--- src/rtl/multicycle_controller.sv ---
// Multi-cycle RV32I control unit: sequences fetch/decode/exec/mem/writeback with
// memory handshakes, a wait timeout, sticky halt with error code and an instret counter.
module multicycle_controller #(
    parameter int BE_W    = 4,
    parameter int TIMEOUT = 16,
    parameter int CNT_W   = 32
) (
    input  logic                    clk,
    input  logic                    rst_n,
    input  logic [4:0]              opcode,
    input  logic [2:0]              func3,
    input  logic                    alu_branch,
    input  logic [$clog2(BE_W)-1:0] addr_lo,
    input  logic                    im_ready,
    input  logic                    dm_ready,
    output logic                    im_req,
    output logic                    ir_we,
    output logic                    dm_req,
    output logic [BE_W-1:0]         dm_w_en,
    output logic                    wb_en,
    output logic                    wb_sel,
    output logic                    alu_src1_sel,
    output logic                    alu_src2_sel,
    output logic                    jb_src1_sel,
    output logic                    pc_we,
    output logic                    next_pc_sel,
    output logic                    halt,
    output logic [1:0]              err,
    output logic [CNT_W-1:0]        instret
);
    localparam int TW = (TIMEOUT > 1) ? $clog2(TIMEOUT) : 1;
    localparam logic [TW-1:0]    TO_LAST = TW'((TIMEOUT > 0) ? (TIMEOUT - 1) : 0);
    localparam logic [TW-1:0]    TW_ONE  = TW'(32'd1);
    localparam logic [CNT_W-1:0] CNT_ONE = CNT_W'(32'd1);

    localparam logic [4:0] OP_RR     = 5'b01100;
    localparam logic [4:0] OP_RI     = 5'b00100;
    localparam logic [4:0] OP_LOAD   = 5'b00000;
    localparam logic [4:0] OP_STORE  = 5'b01000;
    localparam logic [4:0] OP_BRANCH = 5'b11000;
    localparam logic [4:0] OP_JAL    = 5'b11011;
    localparam logic [4:0] OP_JALR   = 5'b11001;
    localparam logic [4:0] OP_LUI    = 5'b01101;
    localparam logic [4:0] OP_AUIPC  = 5'b00101;
    localparam logic [4:0] OP_ECALL  = 5'b11100;

    typedef enum logic [2:0] {
        S_FETCH  = 3'd0,
        S_DECODE = 3'd1,
        S_EXEC   = 3'd2,
        S_MEM    = 3'd3,
        S_WB     = 3'd4,
        S_HALT   = 3'd5
    } state_t;

    state_t            state_r, state_next_s;
    logic [TW-1:0]     wait_cnt_r;
    logic              taken_r, wb_en_r, wb_sel_r;
    logic [BE_W-1:0]   mask_r;
    logic [1:0]        err_r, err_next_s;
    logic [CNT_W-1:0]  instret_r;
    logic              retire_s, ready_s, timeout_s;
    logic              legal_s, is_load_s, is_store_s, is_ecall_s, writes_s, taken_s;
    logic              src1_s, src2_s, jb_s, f3_ok_s, aligned_s;
    logic [BE_W-1:0]   mask_s;

    // Opcode class decode and store byte-mask / alignment from func3 and addr_lo.
    always_comb begin
        legal_s    = 1'b0;
        is_load_s  = 1'b0;
        is_store_s = 1'b0;
        is_ecall_s = 1'b0;
        writes_s   = 1'b0;
        taken_s    = 1'b0;
        src1_s     = 1'b0;
        src2_s     = 1'b0;
        jb_s       = 1'b0;
        case (opcode)
            OP_RR:     begin legal_s = 1'b1; writes_s = 1'b1; src2_s = 1'b1; end
            OP_RI:     begin legal_s = 1'b1; writes_s = 1'b1; end
            OP_LOAD:   begin legal_s = 1'b1; writes_s = 1'b1; is_load_s = 1'b1; end
            OP_STORE:  begin legal_s = 1'b1; is_store_s = 1'b1; end
            OP_BRANCH: begin legal_s = 1'b1; src2_s = 1'b1; taken_s = alu_branch; end
            OP_JAL:    begin legal_s = 1'b1; writes_s = 1'b1; src1_s = 1'b1; taken_s = 1'b1; end
            OP_JALR:   begin legal_s = 1'b1; writes_s = 1'b1; src1_s = 1'b1; jb_s = 1'b1; taken_s = 1'b1; end
            OP_LUI:    begin legal_s = 1'b1; writes_s = 1'b1; end
            OP_AUIPC:  begin legal_s = 1'b1; writes_s = 1'b1; src1_s = 1'b1; end
            OP_ECALL:  begin legal_s = 1'b1; is_ecall_s = 1'b1; end
            default:   begin legal_s = 1'b0; end
        endcase

        mask_s    = '0;
        f3_ok_s   = 1'b1;
        aligned_s = 1'b1;
        case (func3)
            3'b000: mask_s = BE_W'(4'h1) << addr_lo;
            3'b001: begin mask_s = BE_W'(4'h3) << addr_lo; aligned_s = ~addr_lo[0]; end
            3'b010: begin mask_s = BE_W'(4'hF) << addr_lo; aligned_s = (addr_lo[1:0] == 2'b00); end
            3'b011: begin
                if (BE_W == 8) begin
                    mask_s    = '1;
                    aligned_s = (addr_lo == '0);
                end else begin
                    f3_ok_s = 1'b0;
                end
            end
            default: f3_ok_s = 1'b0;
        endcase
    end

    assign ready_s   = (state_r == S_FETCH) ? im_ready : dm_ready;
    assign timeout_s = (TIMEOUT > 0) && (wait_cnt_r == TO_LAST) && !ready_s;

    // Next-state, error code and retire decision.
    always_comb begin
        state_next_s = state_r;
        err_next_s   = err_r;
        retire_s     = 1'b0;
        case (state_r)
            S_FETCH: begin
                if (im_ready) begin
                    state_next_s = S_DECODE;
                end else if (timeout_s) begin
                    state_next_s = S_HALT;
                    err_next_s   = 2'd3;
                end else begin
                    state_next_s = S_FETCH;
                end
            end
            S_DECODE: state_next_s = S_EXEC;
            S_EXEC: begin
                if (!legal_s || (is_store_s && !f3_ok_s)) begin
                    state_next_s = S_HALT;
                    err_next_s   = 2'd1;
                end else if (is_store_s && !aligned_s) begin
                    state_next_s = S_HALT;
                    err_next_s   = 2'd2;
                end else if (is_ecall_s) begin
                    state_next_s = S_HALT;
                    err_next_s   = 2'd0;
                    retire_s     = 1'b1;
                end else if (is_load_s || is_store_s) begin
                    state_next_s = S_MEM;
                end else begin
                    state_next_s = S_WB;
                end
            end
            S_MEM: begin
                if (dm_ready) begin
                    state_next_s = S_WB;
                end else if (timeout_s) begin
                    state_next_s = S_HALT;
                    err_next_s   = 2'd3;
                end else begin
                    state_next_s = S_MEM;
                end
            end
            S_WB: begin
                state_next_s = S_FETCH;
                retire_s     = 1'b1;
            end
            S_HALT:  state_next_s = S_HALT;
            default: state_next_s = S_HALT;
        endcase
    end

    // State, error code and retired-instruction counter.
    always_ff @(posedge clk or negedge rst_n) begin
        if (!rst_n) begin
            state_r   <= S_FETCH;
            err_r     <= 2'd0;
            instret_r <= '0;
        end else begin
            state_r <= state_next_s;
            err_r   <= err_next_s;
            if (retire_s) begin
                instret_r <= instret_r + CNT_ONE;
            end
        end
    end

    // Wait counter restarts on every state change and counts cycles without ready.
    always_ff @(posedge clk or negedge rst_n) begin
        if (!rst_n) begin
            wait_cnt_r <= '0;
        end else if (state_next_s != state_r) begin
            wait_cnt_r <= '0;
        end else if ((state_r == S_FETCH || state_r == S_MEM) && !ready_s) begin
            wait_cnt_r <= wait_cnt_r + TW_ONE;
        end
    end

    // Instruction flags captured in EXEC so MEM/WB outputs depend only on registered state.
    always_ff @(posedge clk or negedge rst_n) begin
        if (!rst_n) begin
            taken_r  <= 1'b0;
            wb_en_r  <= 1'b0;
            wb_sel_r <= 1'b0;
            mask_r   <= '0;
        end else if (state_r == S_EXEC) begin
            taken_r  <= taken_s;
            wb_en_r  <= writes_s;
            wb_sel_r <= is_load_s;
            mask_r   <= is_store_s ? mask_s : '0;
        end
    end

    // Moore strobes; everything is forced low while reset is asserted.
    always_comb begin
        im_req       = 1'b0;
        dm_req       = 1'b0;
        dm_w_en      = '0;
        wb_en        = 1'b0;
        wb_sel       = 1'b0;
        alu_src1_sel = 1'b0;
        alu_src2_sel = 1'b0;
        jb_src1_sel  = 1'b0;
        pc_we        = 1'b0;
        next_pc_sel  = 1'b0;
        halt         = 1'b0;
        if (rst_n) begin
            case (state_r)
                S_FETCH: im_req = 1'b1;
                S_EXEC: begin
                    alu_src1_sel = src1_s;
                    alu_src2_sel = src2_s;
                    jb_src1_sel  = jb_s;
                end
                S_MEM: begin
                    dm_req  = 1'b1;
                    dm_w_en = mask_r;
                end
                S_WB: begin
                    wb_en       = wb_en_r;
                    wb_sel      = wb_sel_r;
                    pc_we       = 1'b1;
                    next_pc_sel = taken_r;
                end
                S_HALT:  halt = 1'b1;
                default: halt = 1'b0;
            endcase
        end else begin
            halt = 1'b0;
        end
        ir_we   = im_req & im_ready;
        err     = rst_n ? err_r : 2'd0;
        instret = rst_n ? instret_r : '0;
    end
endmodule
--- config.mk ---
export PLATFORM = sky130hd
export DESIGN_NAME = multicycle_controller
export DESIGN_NICKNAME = d
export VERILOG_FILES = /design/src/rtl/multicycle_controller.sv
export SDC_FILE = /design/constraint.sdc
export NUM_CORES = 1
export LEC_CHECK = 0
export ABC_CLOCK_PERIOD_IN_PS = 4920
export BUFFER_PORTS_ARGS = -buffer_cell sky130_fd_sc_hd__buf_2
export CORE_MARGIN = 2
export CORE_UTILIZATION = 59
export DETAILED_ROUTE_END_ITERATION = 16
export MAX_ROUTING_LAYER = met4
export PLACE_DENSITY = 0.86
export SETUP_SLACK_MARGIN = 0.02
export SLEW_MARGIN = 20
export SYNTH_ARGS = -nofsm -noshare
export SYNTH_HDL_FRONTEND = slang
export SYNTH_SLANG_ARGS = --single-unit
--- constraint.sdc ---
create_clock -name clk -period 4.92 [get_ports clk]
set_clock_uncertainty 0.2 [all_clocks]
set_input_delay 0.246 -clock clk [delete_from_list [all_inputs] [get_ports clk]]
set_output_delay 0.246 -clock clk [all_outputs]
set_load 0.05 [all_outputs]
==> flow_summary.json, run 1 <==
{
  "cp_max_fo": 53,
  "std_cell_rows": 25,
  "crit_path_start": "rst_n",
  "end_kind": "output port",
  "drive_gt1_frac": 0.2151,
  "min-delay-start": "addr_lo[1]",
  "switching_share": 0.2322,
  "maxCapViolations": 0,
  "powerDensity_mw_per_mm2": 201.4,
  "grt_max_degree": 54,
  "ant_nets": 0,
  "yosysWarnings": 0,
  "core_mm2": 0.004786,
  "grt_pass1_wl_um": 10550,
  "die_h_um": 74.85,
  "antenna_found_initial": 0,
  "synth_cells": 315,
  "status": "complete, no violations",
  "yosysMostFrequentCell": "dfrtp_1",
  "io_pins": 64,
  "hpwlAfterDp_um": 4462,
  "slew_viol_final": 0,
  "nets": 388,
  "syn2layout_area_growth_pct": 14.74,
  "relSlewSlack": 0.4077,
  "ys_types": 50,
  "seqPwrFrac": 0.580,
  "clockBufferDepth": 2,
  "die-area_mm2": 0.005603,
  "post-route-period-util": 0.5902,
  "ys_seq_area_frac": 0.4056,
  "gp_congestion": 0.8398,
  "crit_required_ps": 4470,
  "routed_wl_um": 6349,
  "ys.flop_type": "dfrtp_1",
  "syn_nets": 332,
  "yosysTopAreaCellShare": 0.4056,
  "slowest_delay_ps": 690,
  "final_cells": 439,
  "vias_per_cell": 5.708,
  "drtIter0Drc": 163,
  "cts_tree": "yes",
  "cpMostUsedCell": "buf_2",
  "synth_edf_count": 0,
  "start_util": 0.6188,
  "grt_use_total": 0.2524,
  "fin_hold_ws_ps": 36.20,
  "cts_made_buffers": 5,
  "antenna_cells": 0,
  "grt_pass1_vias": 2342,
  "root_buffer": "clkbuf_8",
  "routedWlPerCell_um": 14.46,
  "clockPowerShare": 0.351,
  "min_path_type": "in -> reg",
  "via_count": 2506,
  "cp_slowest_cell": "buf_2",
  "synth_async_sr_flop_share": 1.000,
  "fmax_mhz": 344.4,
  "nFillCells": 393,
  "register_area_mm2": 0.001201,
  "hold_viol": 0,
  "place_inst": 430,
  "multi_input_comb_area_mm2": 0.001679,
  "worstSetupPathType": "in -> out",
  "finalPower_w": 0.0006845,
  "finalSetupViolations": 0,
  "power_switching_w": 0.0001590,
  "ir_drop_v": 0.0002029,
  "worst_pin_slew_ps": 888.5,
  "cp_cell_sequence": "dlygate4sd3_1 > buf_2 > nand2b_1 > nor3b_1 > and2_1 > buf_2",
  "rsz0062_at_grt": "no",
  "h-tree-depth": 2,
  "synthTopCellsByArea": "dfrtp_1 (41%), and2_1 (9.9%), xnor2_1 (8.0%), nand4_1 (3.8%), nand3_1 (3.0%)",
  "ys_top_cells_by_count": "dfrtp_1 (48), and2_1 (47), xnor2_1 (27)",
  "leakagePower_nw": 1.621,
  "r2r_start": "state_r[2]",
  "period_needed_ps": 2904,
  "drt-pass1-iter-count": 4,
  "clock_latency_ps": 300,
  "port_buffers": 63,
  "ys_ff_latch": 48,
  "syn-cell-area_mm2": 0.002962,
  "cts_post_setup_buffers_inserted": 0,
  "comb_power_share": 0.069,
  "clock_sinks": 48,
  "setup_tns_ps": 0,
  "remaining_drc_errors": 0,
  "die_x_um": 74.85,
  "arrival_ps": 2460,
  "worstSetupStartpointType": "input pin",
  "overflow": 0,
  "synth.avg_cell_area_um2": 9.402,
  "yosysTopAreaCell": "dfrtp_1",
  "cts.clk_slew.worst_paths_ps": 80,
  "p_int_w": 0.0005255
}
==> routing by layer <==
layer,wire length [µm],track usage,vias up
li1,-,-,1238
met5,0,-,-
met2,3196,0.4250,63
met4,79,0.07937,0
met3,267,0.04819,6
met1,2806,0.3070,1199
==> area by class of cell <==
cell class	instances	area share
clock buffers	8	0.02651
inverters	3	0.003314
repair buffers	65	0.09794
well taps	67	0.02467
multi-input cells	248	0.4941
flip-flops and latches	48	0.3535
==> cell usage in the layout (no fill, tap or decap), types with 3 or more instances in the layout <==
master    count
nor3b_1       3
mux2i_1       3
nand3b_1      3
nor4_1        4
o31ai_1       7
and2_1       47
nand3_1      18
dfrtp_1      48
nand4_1      18
nand2_1      24
a21oi_1       9
nor2_1        9
clkbuf_8      6
and3_1        4
buf_2        63
or3_1         3
inv_1         3
a31oi_1       3
o21ai_0       9
nor3_1       10
xor2_1        8
nor2b_1       4
xnor2_1      27
==> power groups by stage <==
stage | sequential (W) | clock (W) | combinational (W)
global placement | 0.000405 | 0 | 0.0000456
CTS | 0.000397 | 0.000245 | 0.0000472
detailed placement | 0.000405 | 0 | 0.0000464
global route | 0.000397 | 0.000265 | 0.0000533
finish | 0.000397 | 0.000240 | 0.0000471
floorplan | 0.000404 | 0 | 0.0000273
==> logic make-up after synthesis <==
family	synth area share
simple gates	0.3363
fa+ha+maj	0.008448
compound gates	0.1086
mux	0.01014
buf+inv	0.02746
flops	0.4056
xor+xnor	0.1035
==> path summary, 6_finish.rpt <==
path / endpoint / slack (ps) / depth (start not counted)
min reg2reg: mask_r[3] / 270 / 2
min: mask_r[0] / 40 / 2
max: wb_sel / 2020 / 6
max reg2reg: instret_r[28] / 2390 / 4
max in group asynchronous: instret_r[20] / 3240 / 3
min in group asynchronous: state_r[1] / 410 / 2
==> flip-flops by register name (all words and copies together) (netlist names) <==
| register | count |
|---|---|
| err_r | 2 |
| state_r | 3 |
| wb_sel_r | 1 |
| mask_r | 4 |
| taken_r | 1 |
| wb_en_r | 1 |
| instret_r | 32 |
| wait_cnt_r | 4 |
==> timing repair <==
action	in CTS	in global routing
hold buffers	1	0
hold endpoints to repair	26	0
gates resized for setup	0	0
==> critical path: cells and delay by family <==
kind	cells	cell delay, ps
buffers and inverters	3	1470
and+or+nand+nor	3	740
==> stage by stage <==
step	instance area [µm²]	util	setup slack, ps
finish	3398	0.7101	2016
floorplan	2962	-	1891
detailed placement	3298	0.6892	2418
global placement	3298	0.6892	2521
CTS	3398	0.7101	1983
global route	3398	0.7101	1747
Note: power is estimated with default switching activity, not from simulation.
==> run 2: changes to the inputs <==
- ABC_CLOCK_PERIOD_IN_PS: 4920 -> 2450
- CORE_UTILIZATION: 59 -> 49
- PLACE_DENSITY: 0.86 -> 0.76
- clock period: 4.92 -> 2.45 ns (I/O delays scaled with it)
==> run 2 against run 1 <==
  * Sequential power up 100%
  * Final cell count up 4.1%
  * Count of clock-buffer cells in the layout unchanged
  * Combinational power up 130%
  * Setup slack worse by 1800 ps
  * Via count up 2.4%
  * Sequential share of layout area down 1.2 points
  * Sequential cell count unchanged
  * Critical path type is now reg -> reg
  * Critical endpoint is now mask_r[0]
  * Largest cell class unchanged
  * Largest power group unchanged
==> flow_summary.json, run 2 (synthesis results as in run 1) <==
{
  "power_switching_w": 0.0003269,
  "clock_latency_ps": 290,
  "hpwlAfterDp_um": 4605,
  "final_common_cell": "buf_2",
  "grt_use_total": 0.2061,
  "cp_top_family": "simple AND/OR/NAND/NOR gates",
  "grt_max_degree": 66,
  "slowest_delay_ps": 570,
  "cts_post_setup_buffers_inserted": 0,
  "grt_pass1_wl_um": 10600,
  "cp_max_fo": 14,
  "arrival_ps": 2320,
  "finalPower_w": 0.001391,
  "maxCapViolations": 0,
  "worstSetupStartpointType": "register",
  "cts.clk_slew.worst_paths_ps": 90,
  "std_cell_rows": 28,
  "root_buffer": "clkbuf_8",
  "cp_cell_sequence": "nor3b_4 > nand4_1 > o31ai_1 > dlygate4sd3_1",
  "final_cells": 457,
  "grt_pass1_vias": 2323,
  "clock_sinks": 48,
  "ant_nets": 0,
  "drive_gt1_frac": 0.2277,
  "gp_congestion": 0.8742,
  "largest-register": "instret_r",
  "die-area_mm2": 0.006682,
  "routed_wl_um": 6351,
  "port_buffers": 63,
  "vias_per_cell": 5.615,
  "fmax_mhz": 437.9,
  "switching_share": 0.2350,
  "core_mm2": 0.005886,
  "io_pins": 64,
  "finalSetupViolations": 0,
  "leakagePower_nw": 1.668,
  "seqPwrFrac": 0.573,
  "powerDensity_mw_per_mm2": 394.9,
  "cp_slowest_cell": "dlygate4sd3_1",
  "start_util": 0.5032,
  "h-tree-depth": 2,
  "cts_tree": "yes",
  "die_x_um": 81.75,
  "ir_drop_v": 0.0002674,
  "drtIter0Drc": 153,
  "post-route-period-util": 0.9321,
  "crit_required_ps": 2490,
  "clockPowerShare": 0.351,
  "die_h_um": 81.75,
  "via_count": 2566,
  "hold_viol": 0,
  "critical_path_buf_inv_count": 1,
  "cts_made_buffers": 5,
  "routedWlPerCell_um": 13.90,
  "min_path_type": "in -> reg",
  "relSlewSlack": 0.6309,
  "reg_top3": "instret_r (32), mask_r (4), wait_cnt_r (4)",
  "syn2layout_area_growth_pct": 18.93,
  "p_int_w": 0.001064,
  "comb_power_share": 0.076,
  "place_inst": 442,
  "end_kind": "register",
  "setup_tns_ps": 0,
  "worst_pin_slew_ps": 549.6,
  "drt-pass1-iter-count": 4,
  "layout_common_cells": "buf_2 (63), and2_1 (47), dfrtp_1 (47)",
  "rsz0062_at_grt": "no",
  "antenna_found_initial": 0,
  "period_needed_ps": 2284,
  "antenna_cells": 0,
  "remaining_drc_errors": 0,
  "overflow": 0,
  "slew_viol_final": 0,
  "status": "complete, no violations",
  "largest_reg_flops": 32,
  "clockBufferDepth": 2,
  "worstSetupPathType": "reg -> reg",
  "nets": 398
}
## run 2: cell count changes in the layout (fill, tap and decap cells not counted)
| cell | change |
|---|---|
| dlygate4sd3_1 | +6 |
| buf_12 | +1 |
| nor3b_1 | -1 |
| nor3b_2 | +1 |
| nor3_1 | -1 |
| dfrtp_2 | +1 |
| dfrtp_1 | -1 |
| nor3_2 | +1 |
| buf_4 | +3 |
## run 2: worst register-to-register path: stages, from the launching register on
cell           delay, ps
dfrtp_1              560
nor3b_4              430
nand4_1              250
o31ai_1              230
dlygate4sd3_1        570
## run 2: final timing paths
kind                               start            end  slack [ps]  cells past startpoint
min in group asynchronous          rst_n       err_r[0]          60                      2
min                             im_ready     state_r[0]          20                      4
max in group asynchronous          rst_n  instret_r[13]        1430                      3
max                           state_r[2]      mask_r[0]         170                      4
min reg2reg                instret_r[31]  instret_r[31]         280                      1
max reg2reg                   state_r[2]      mask_r[0]         170                      4
## run 2: final cells by class
cell class | count | area [µm²]
multi-input combinational | 248 | 1689
tap | 75 | 93.84
fill | 542 | 2364
sequential | 48 | 1202
inverter | 3 | 11.26
clock buffer | 8 | 90.09
timing repair buffer | 75 | 435.4
## run 2: timing repair
action,4_1_cts,5_1_grt
endpoints found under the hold margin,53,0
endpoints found under the setup margin,0,1
hold buffers,7,0
gates resized for setup,0,1
## run 2: stage by stage
step                cell area [µm²]  setup slack (ps)  utilization  hold WS [ps]
floorplan                      2972             96.31            -        -373.1
global placement               3361             372.4       0.5710        -162.2
detailed placement             3361             313.0       0.5710        -156.5
CTS                            3521             176.1       0.5982         9.294
global route                   3522             25.84       0.5984         49.35
finish                         3522             166.4       0.5984         16.12
## run 2: layer usage
metal,GRT usage,wire length (µm)
met1,0.2656,2893
met2,0.3390,3115
met3,0.03297,289
met4,0.05500,53
met5,-,0
## run 2: power by group through the flow
stage / Clock, W / Sequential (W) / Combinational [W]
floorplan: 0 / 0.000812 / 0.0000552
global placement: 0 / 0.000813 / 0.0000973
detailed placement: 0 / 0.000813 / 0.0000993
CTS: 0.000503 / 0.000797 / 0.000107
global route: 0.000537 / 0.000797 / 0.000120
finish: 0.000488 / 0.000797 / 0.000106
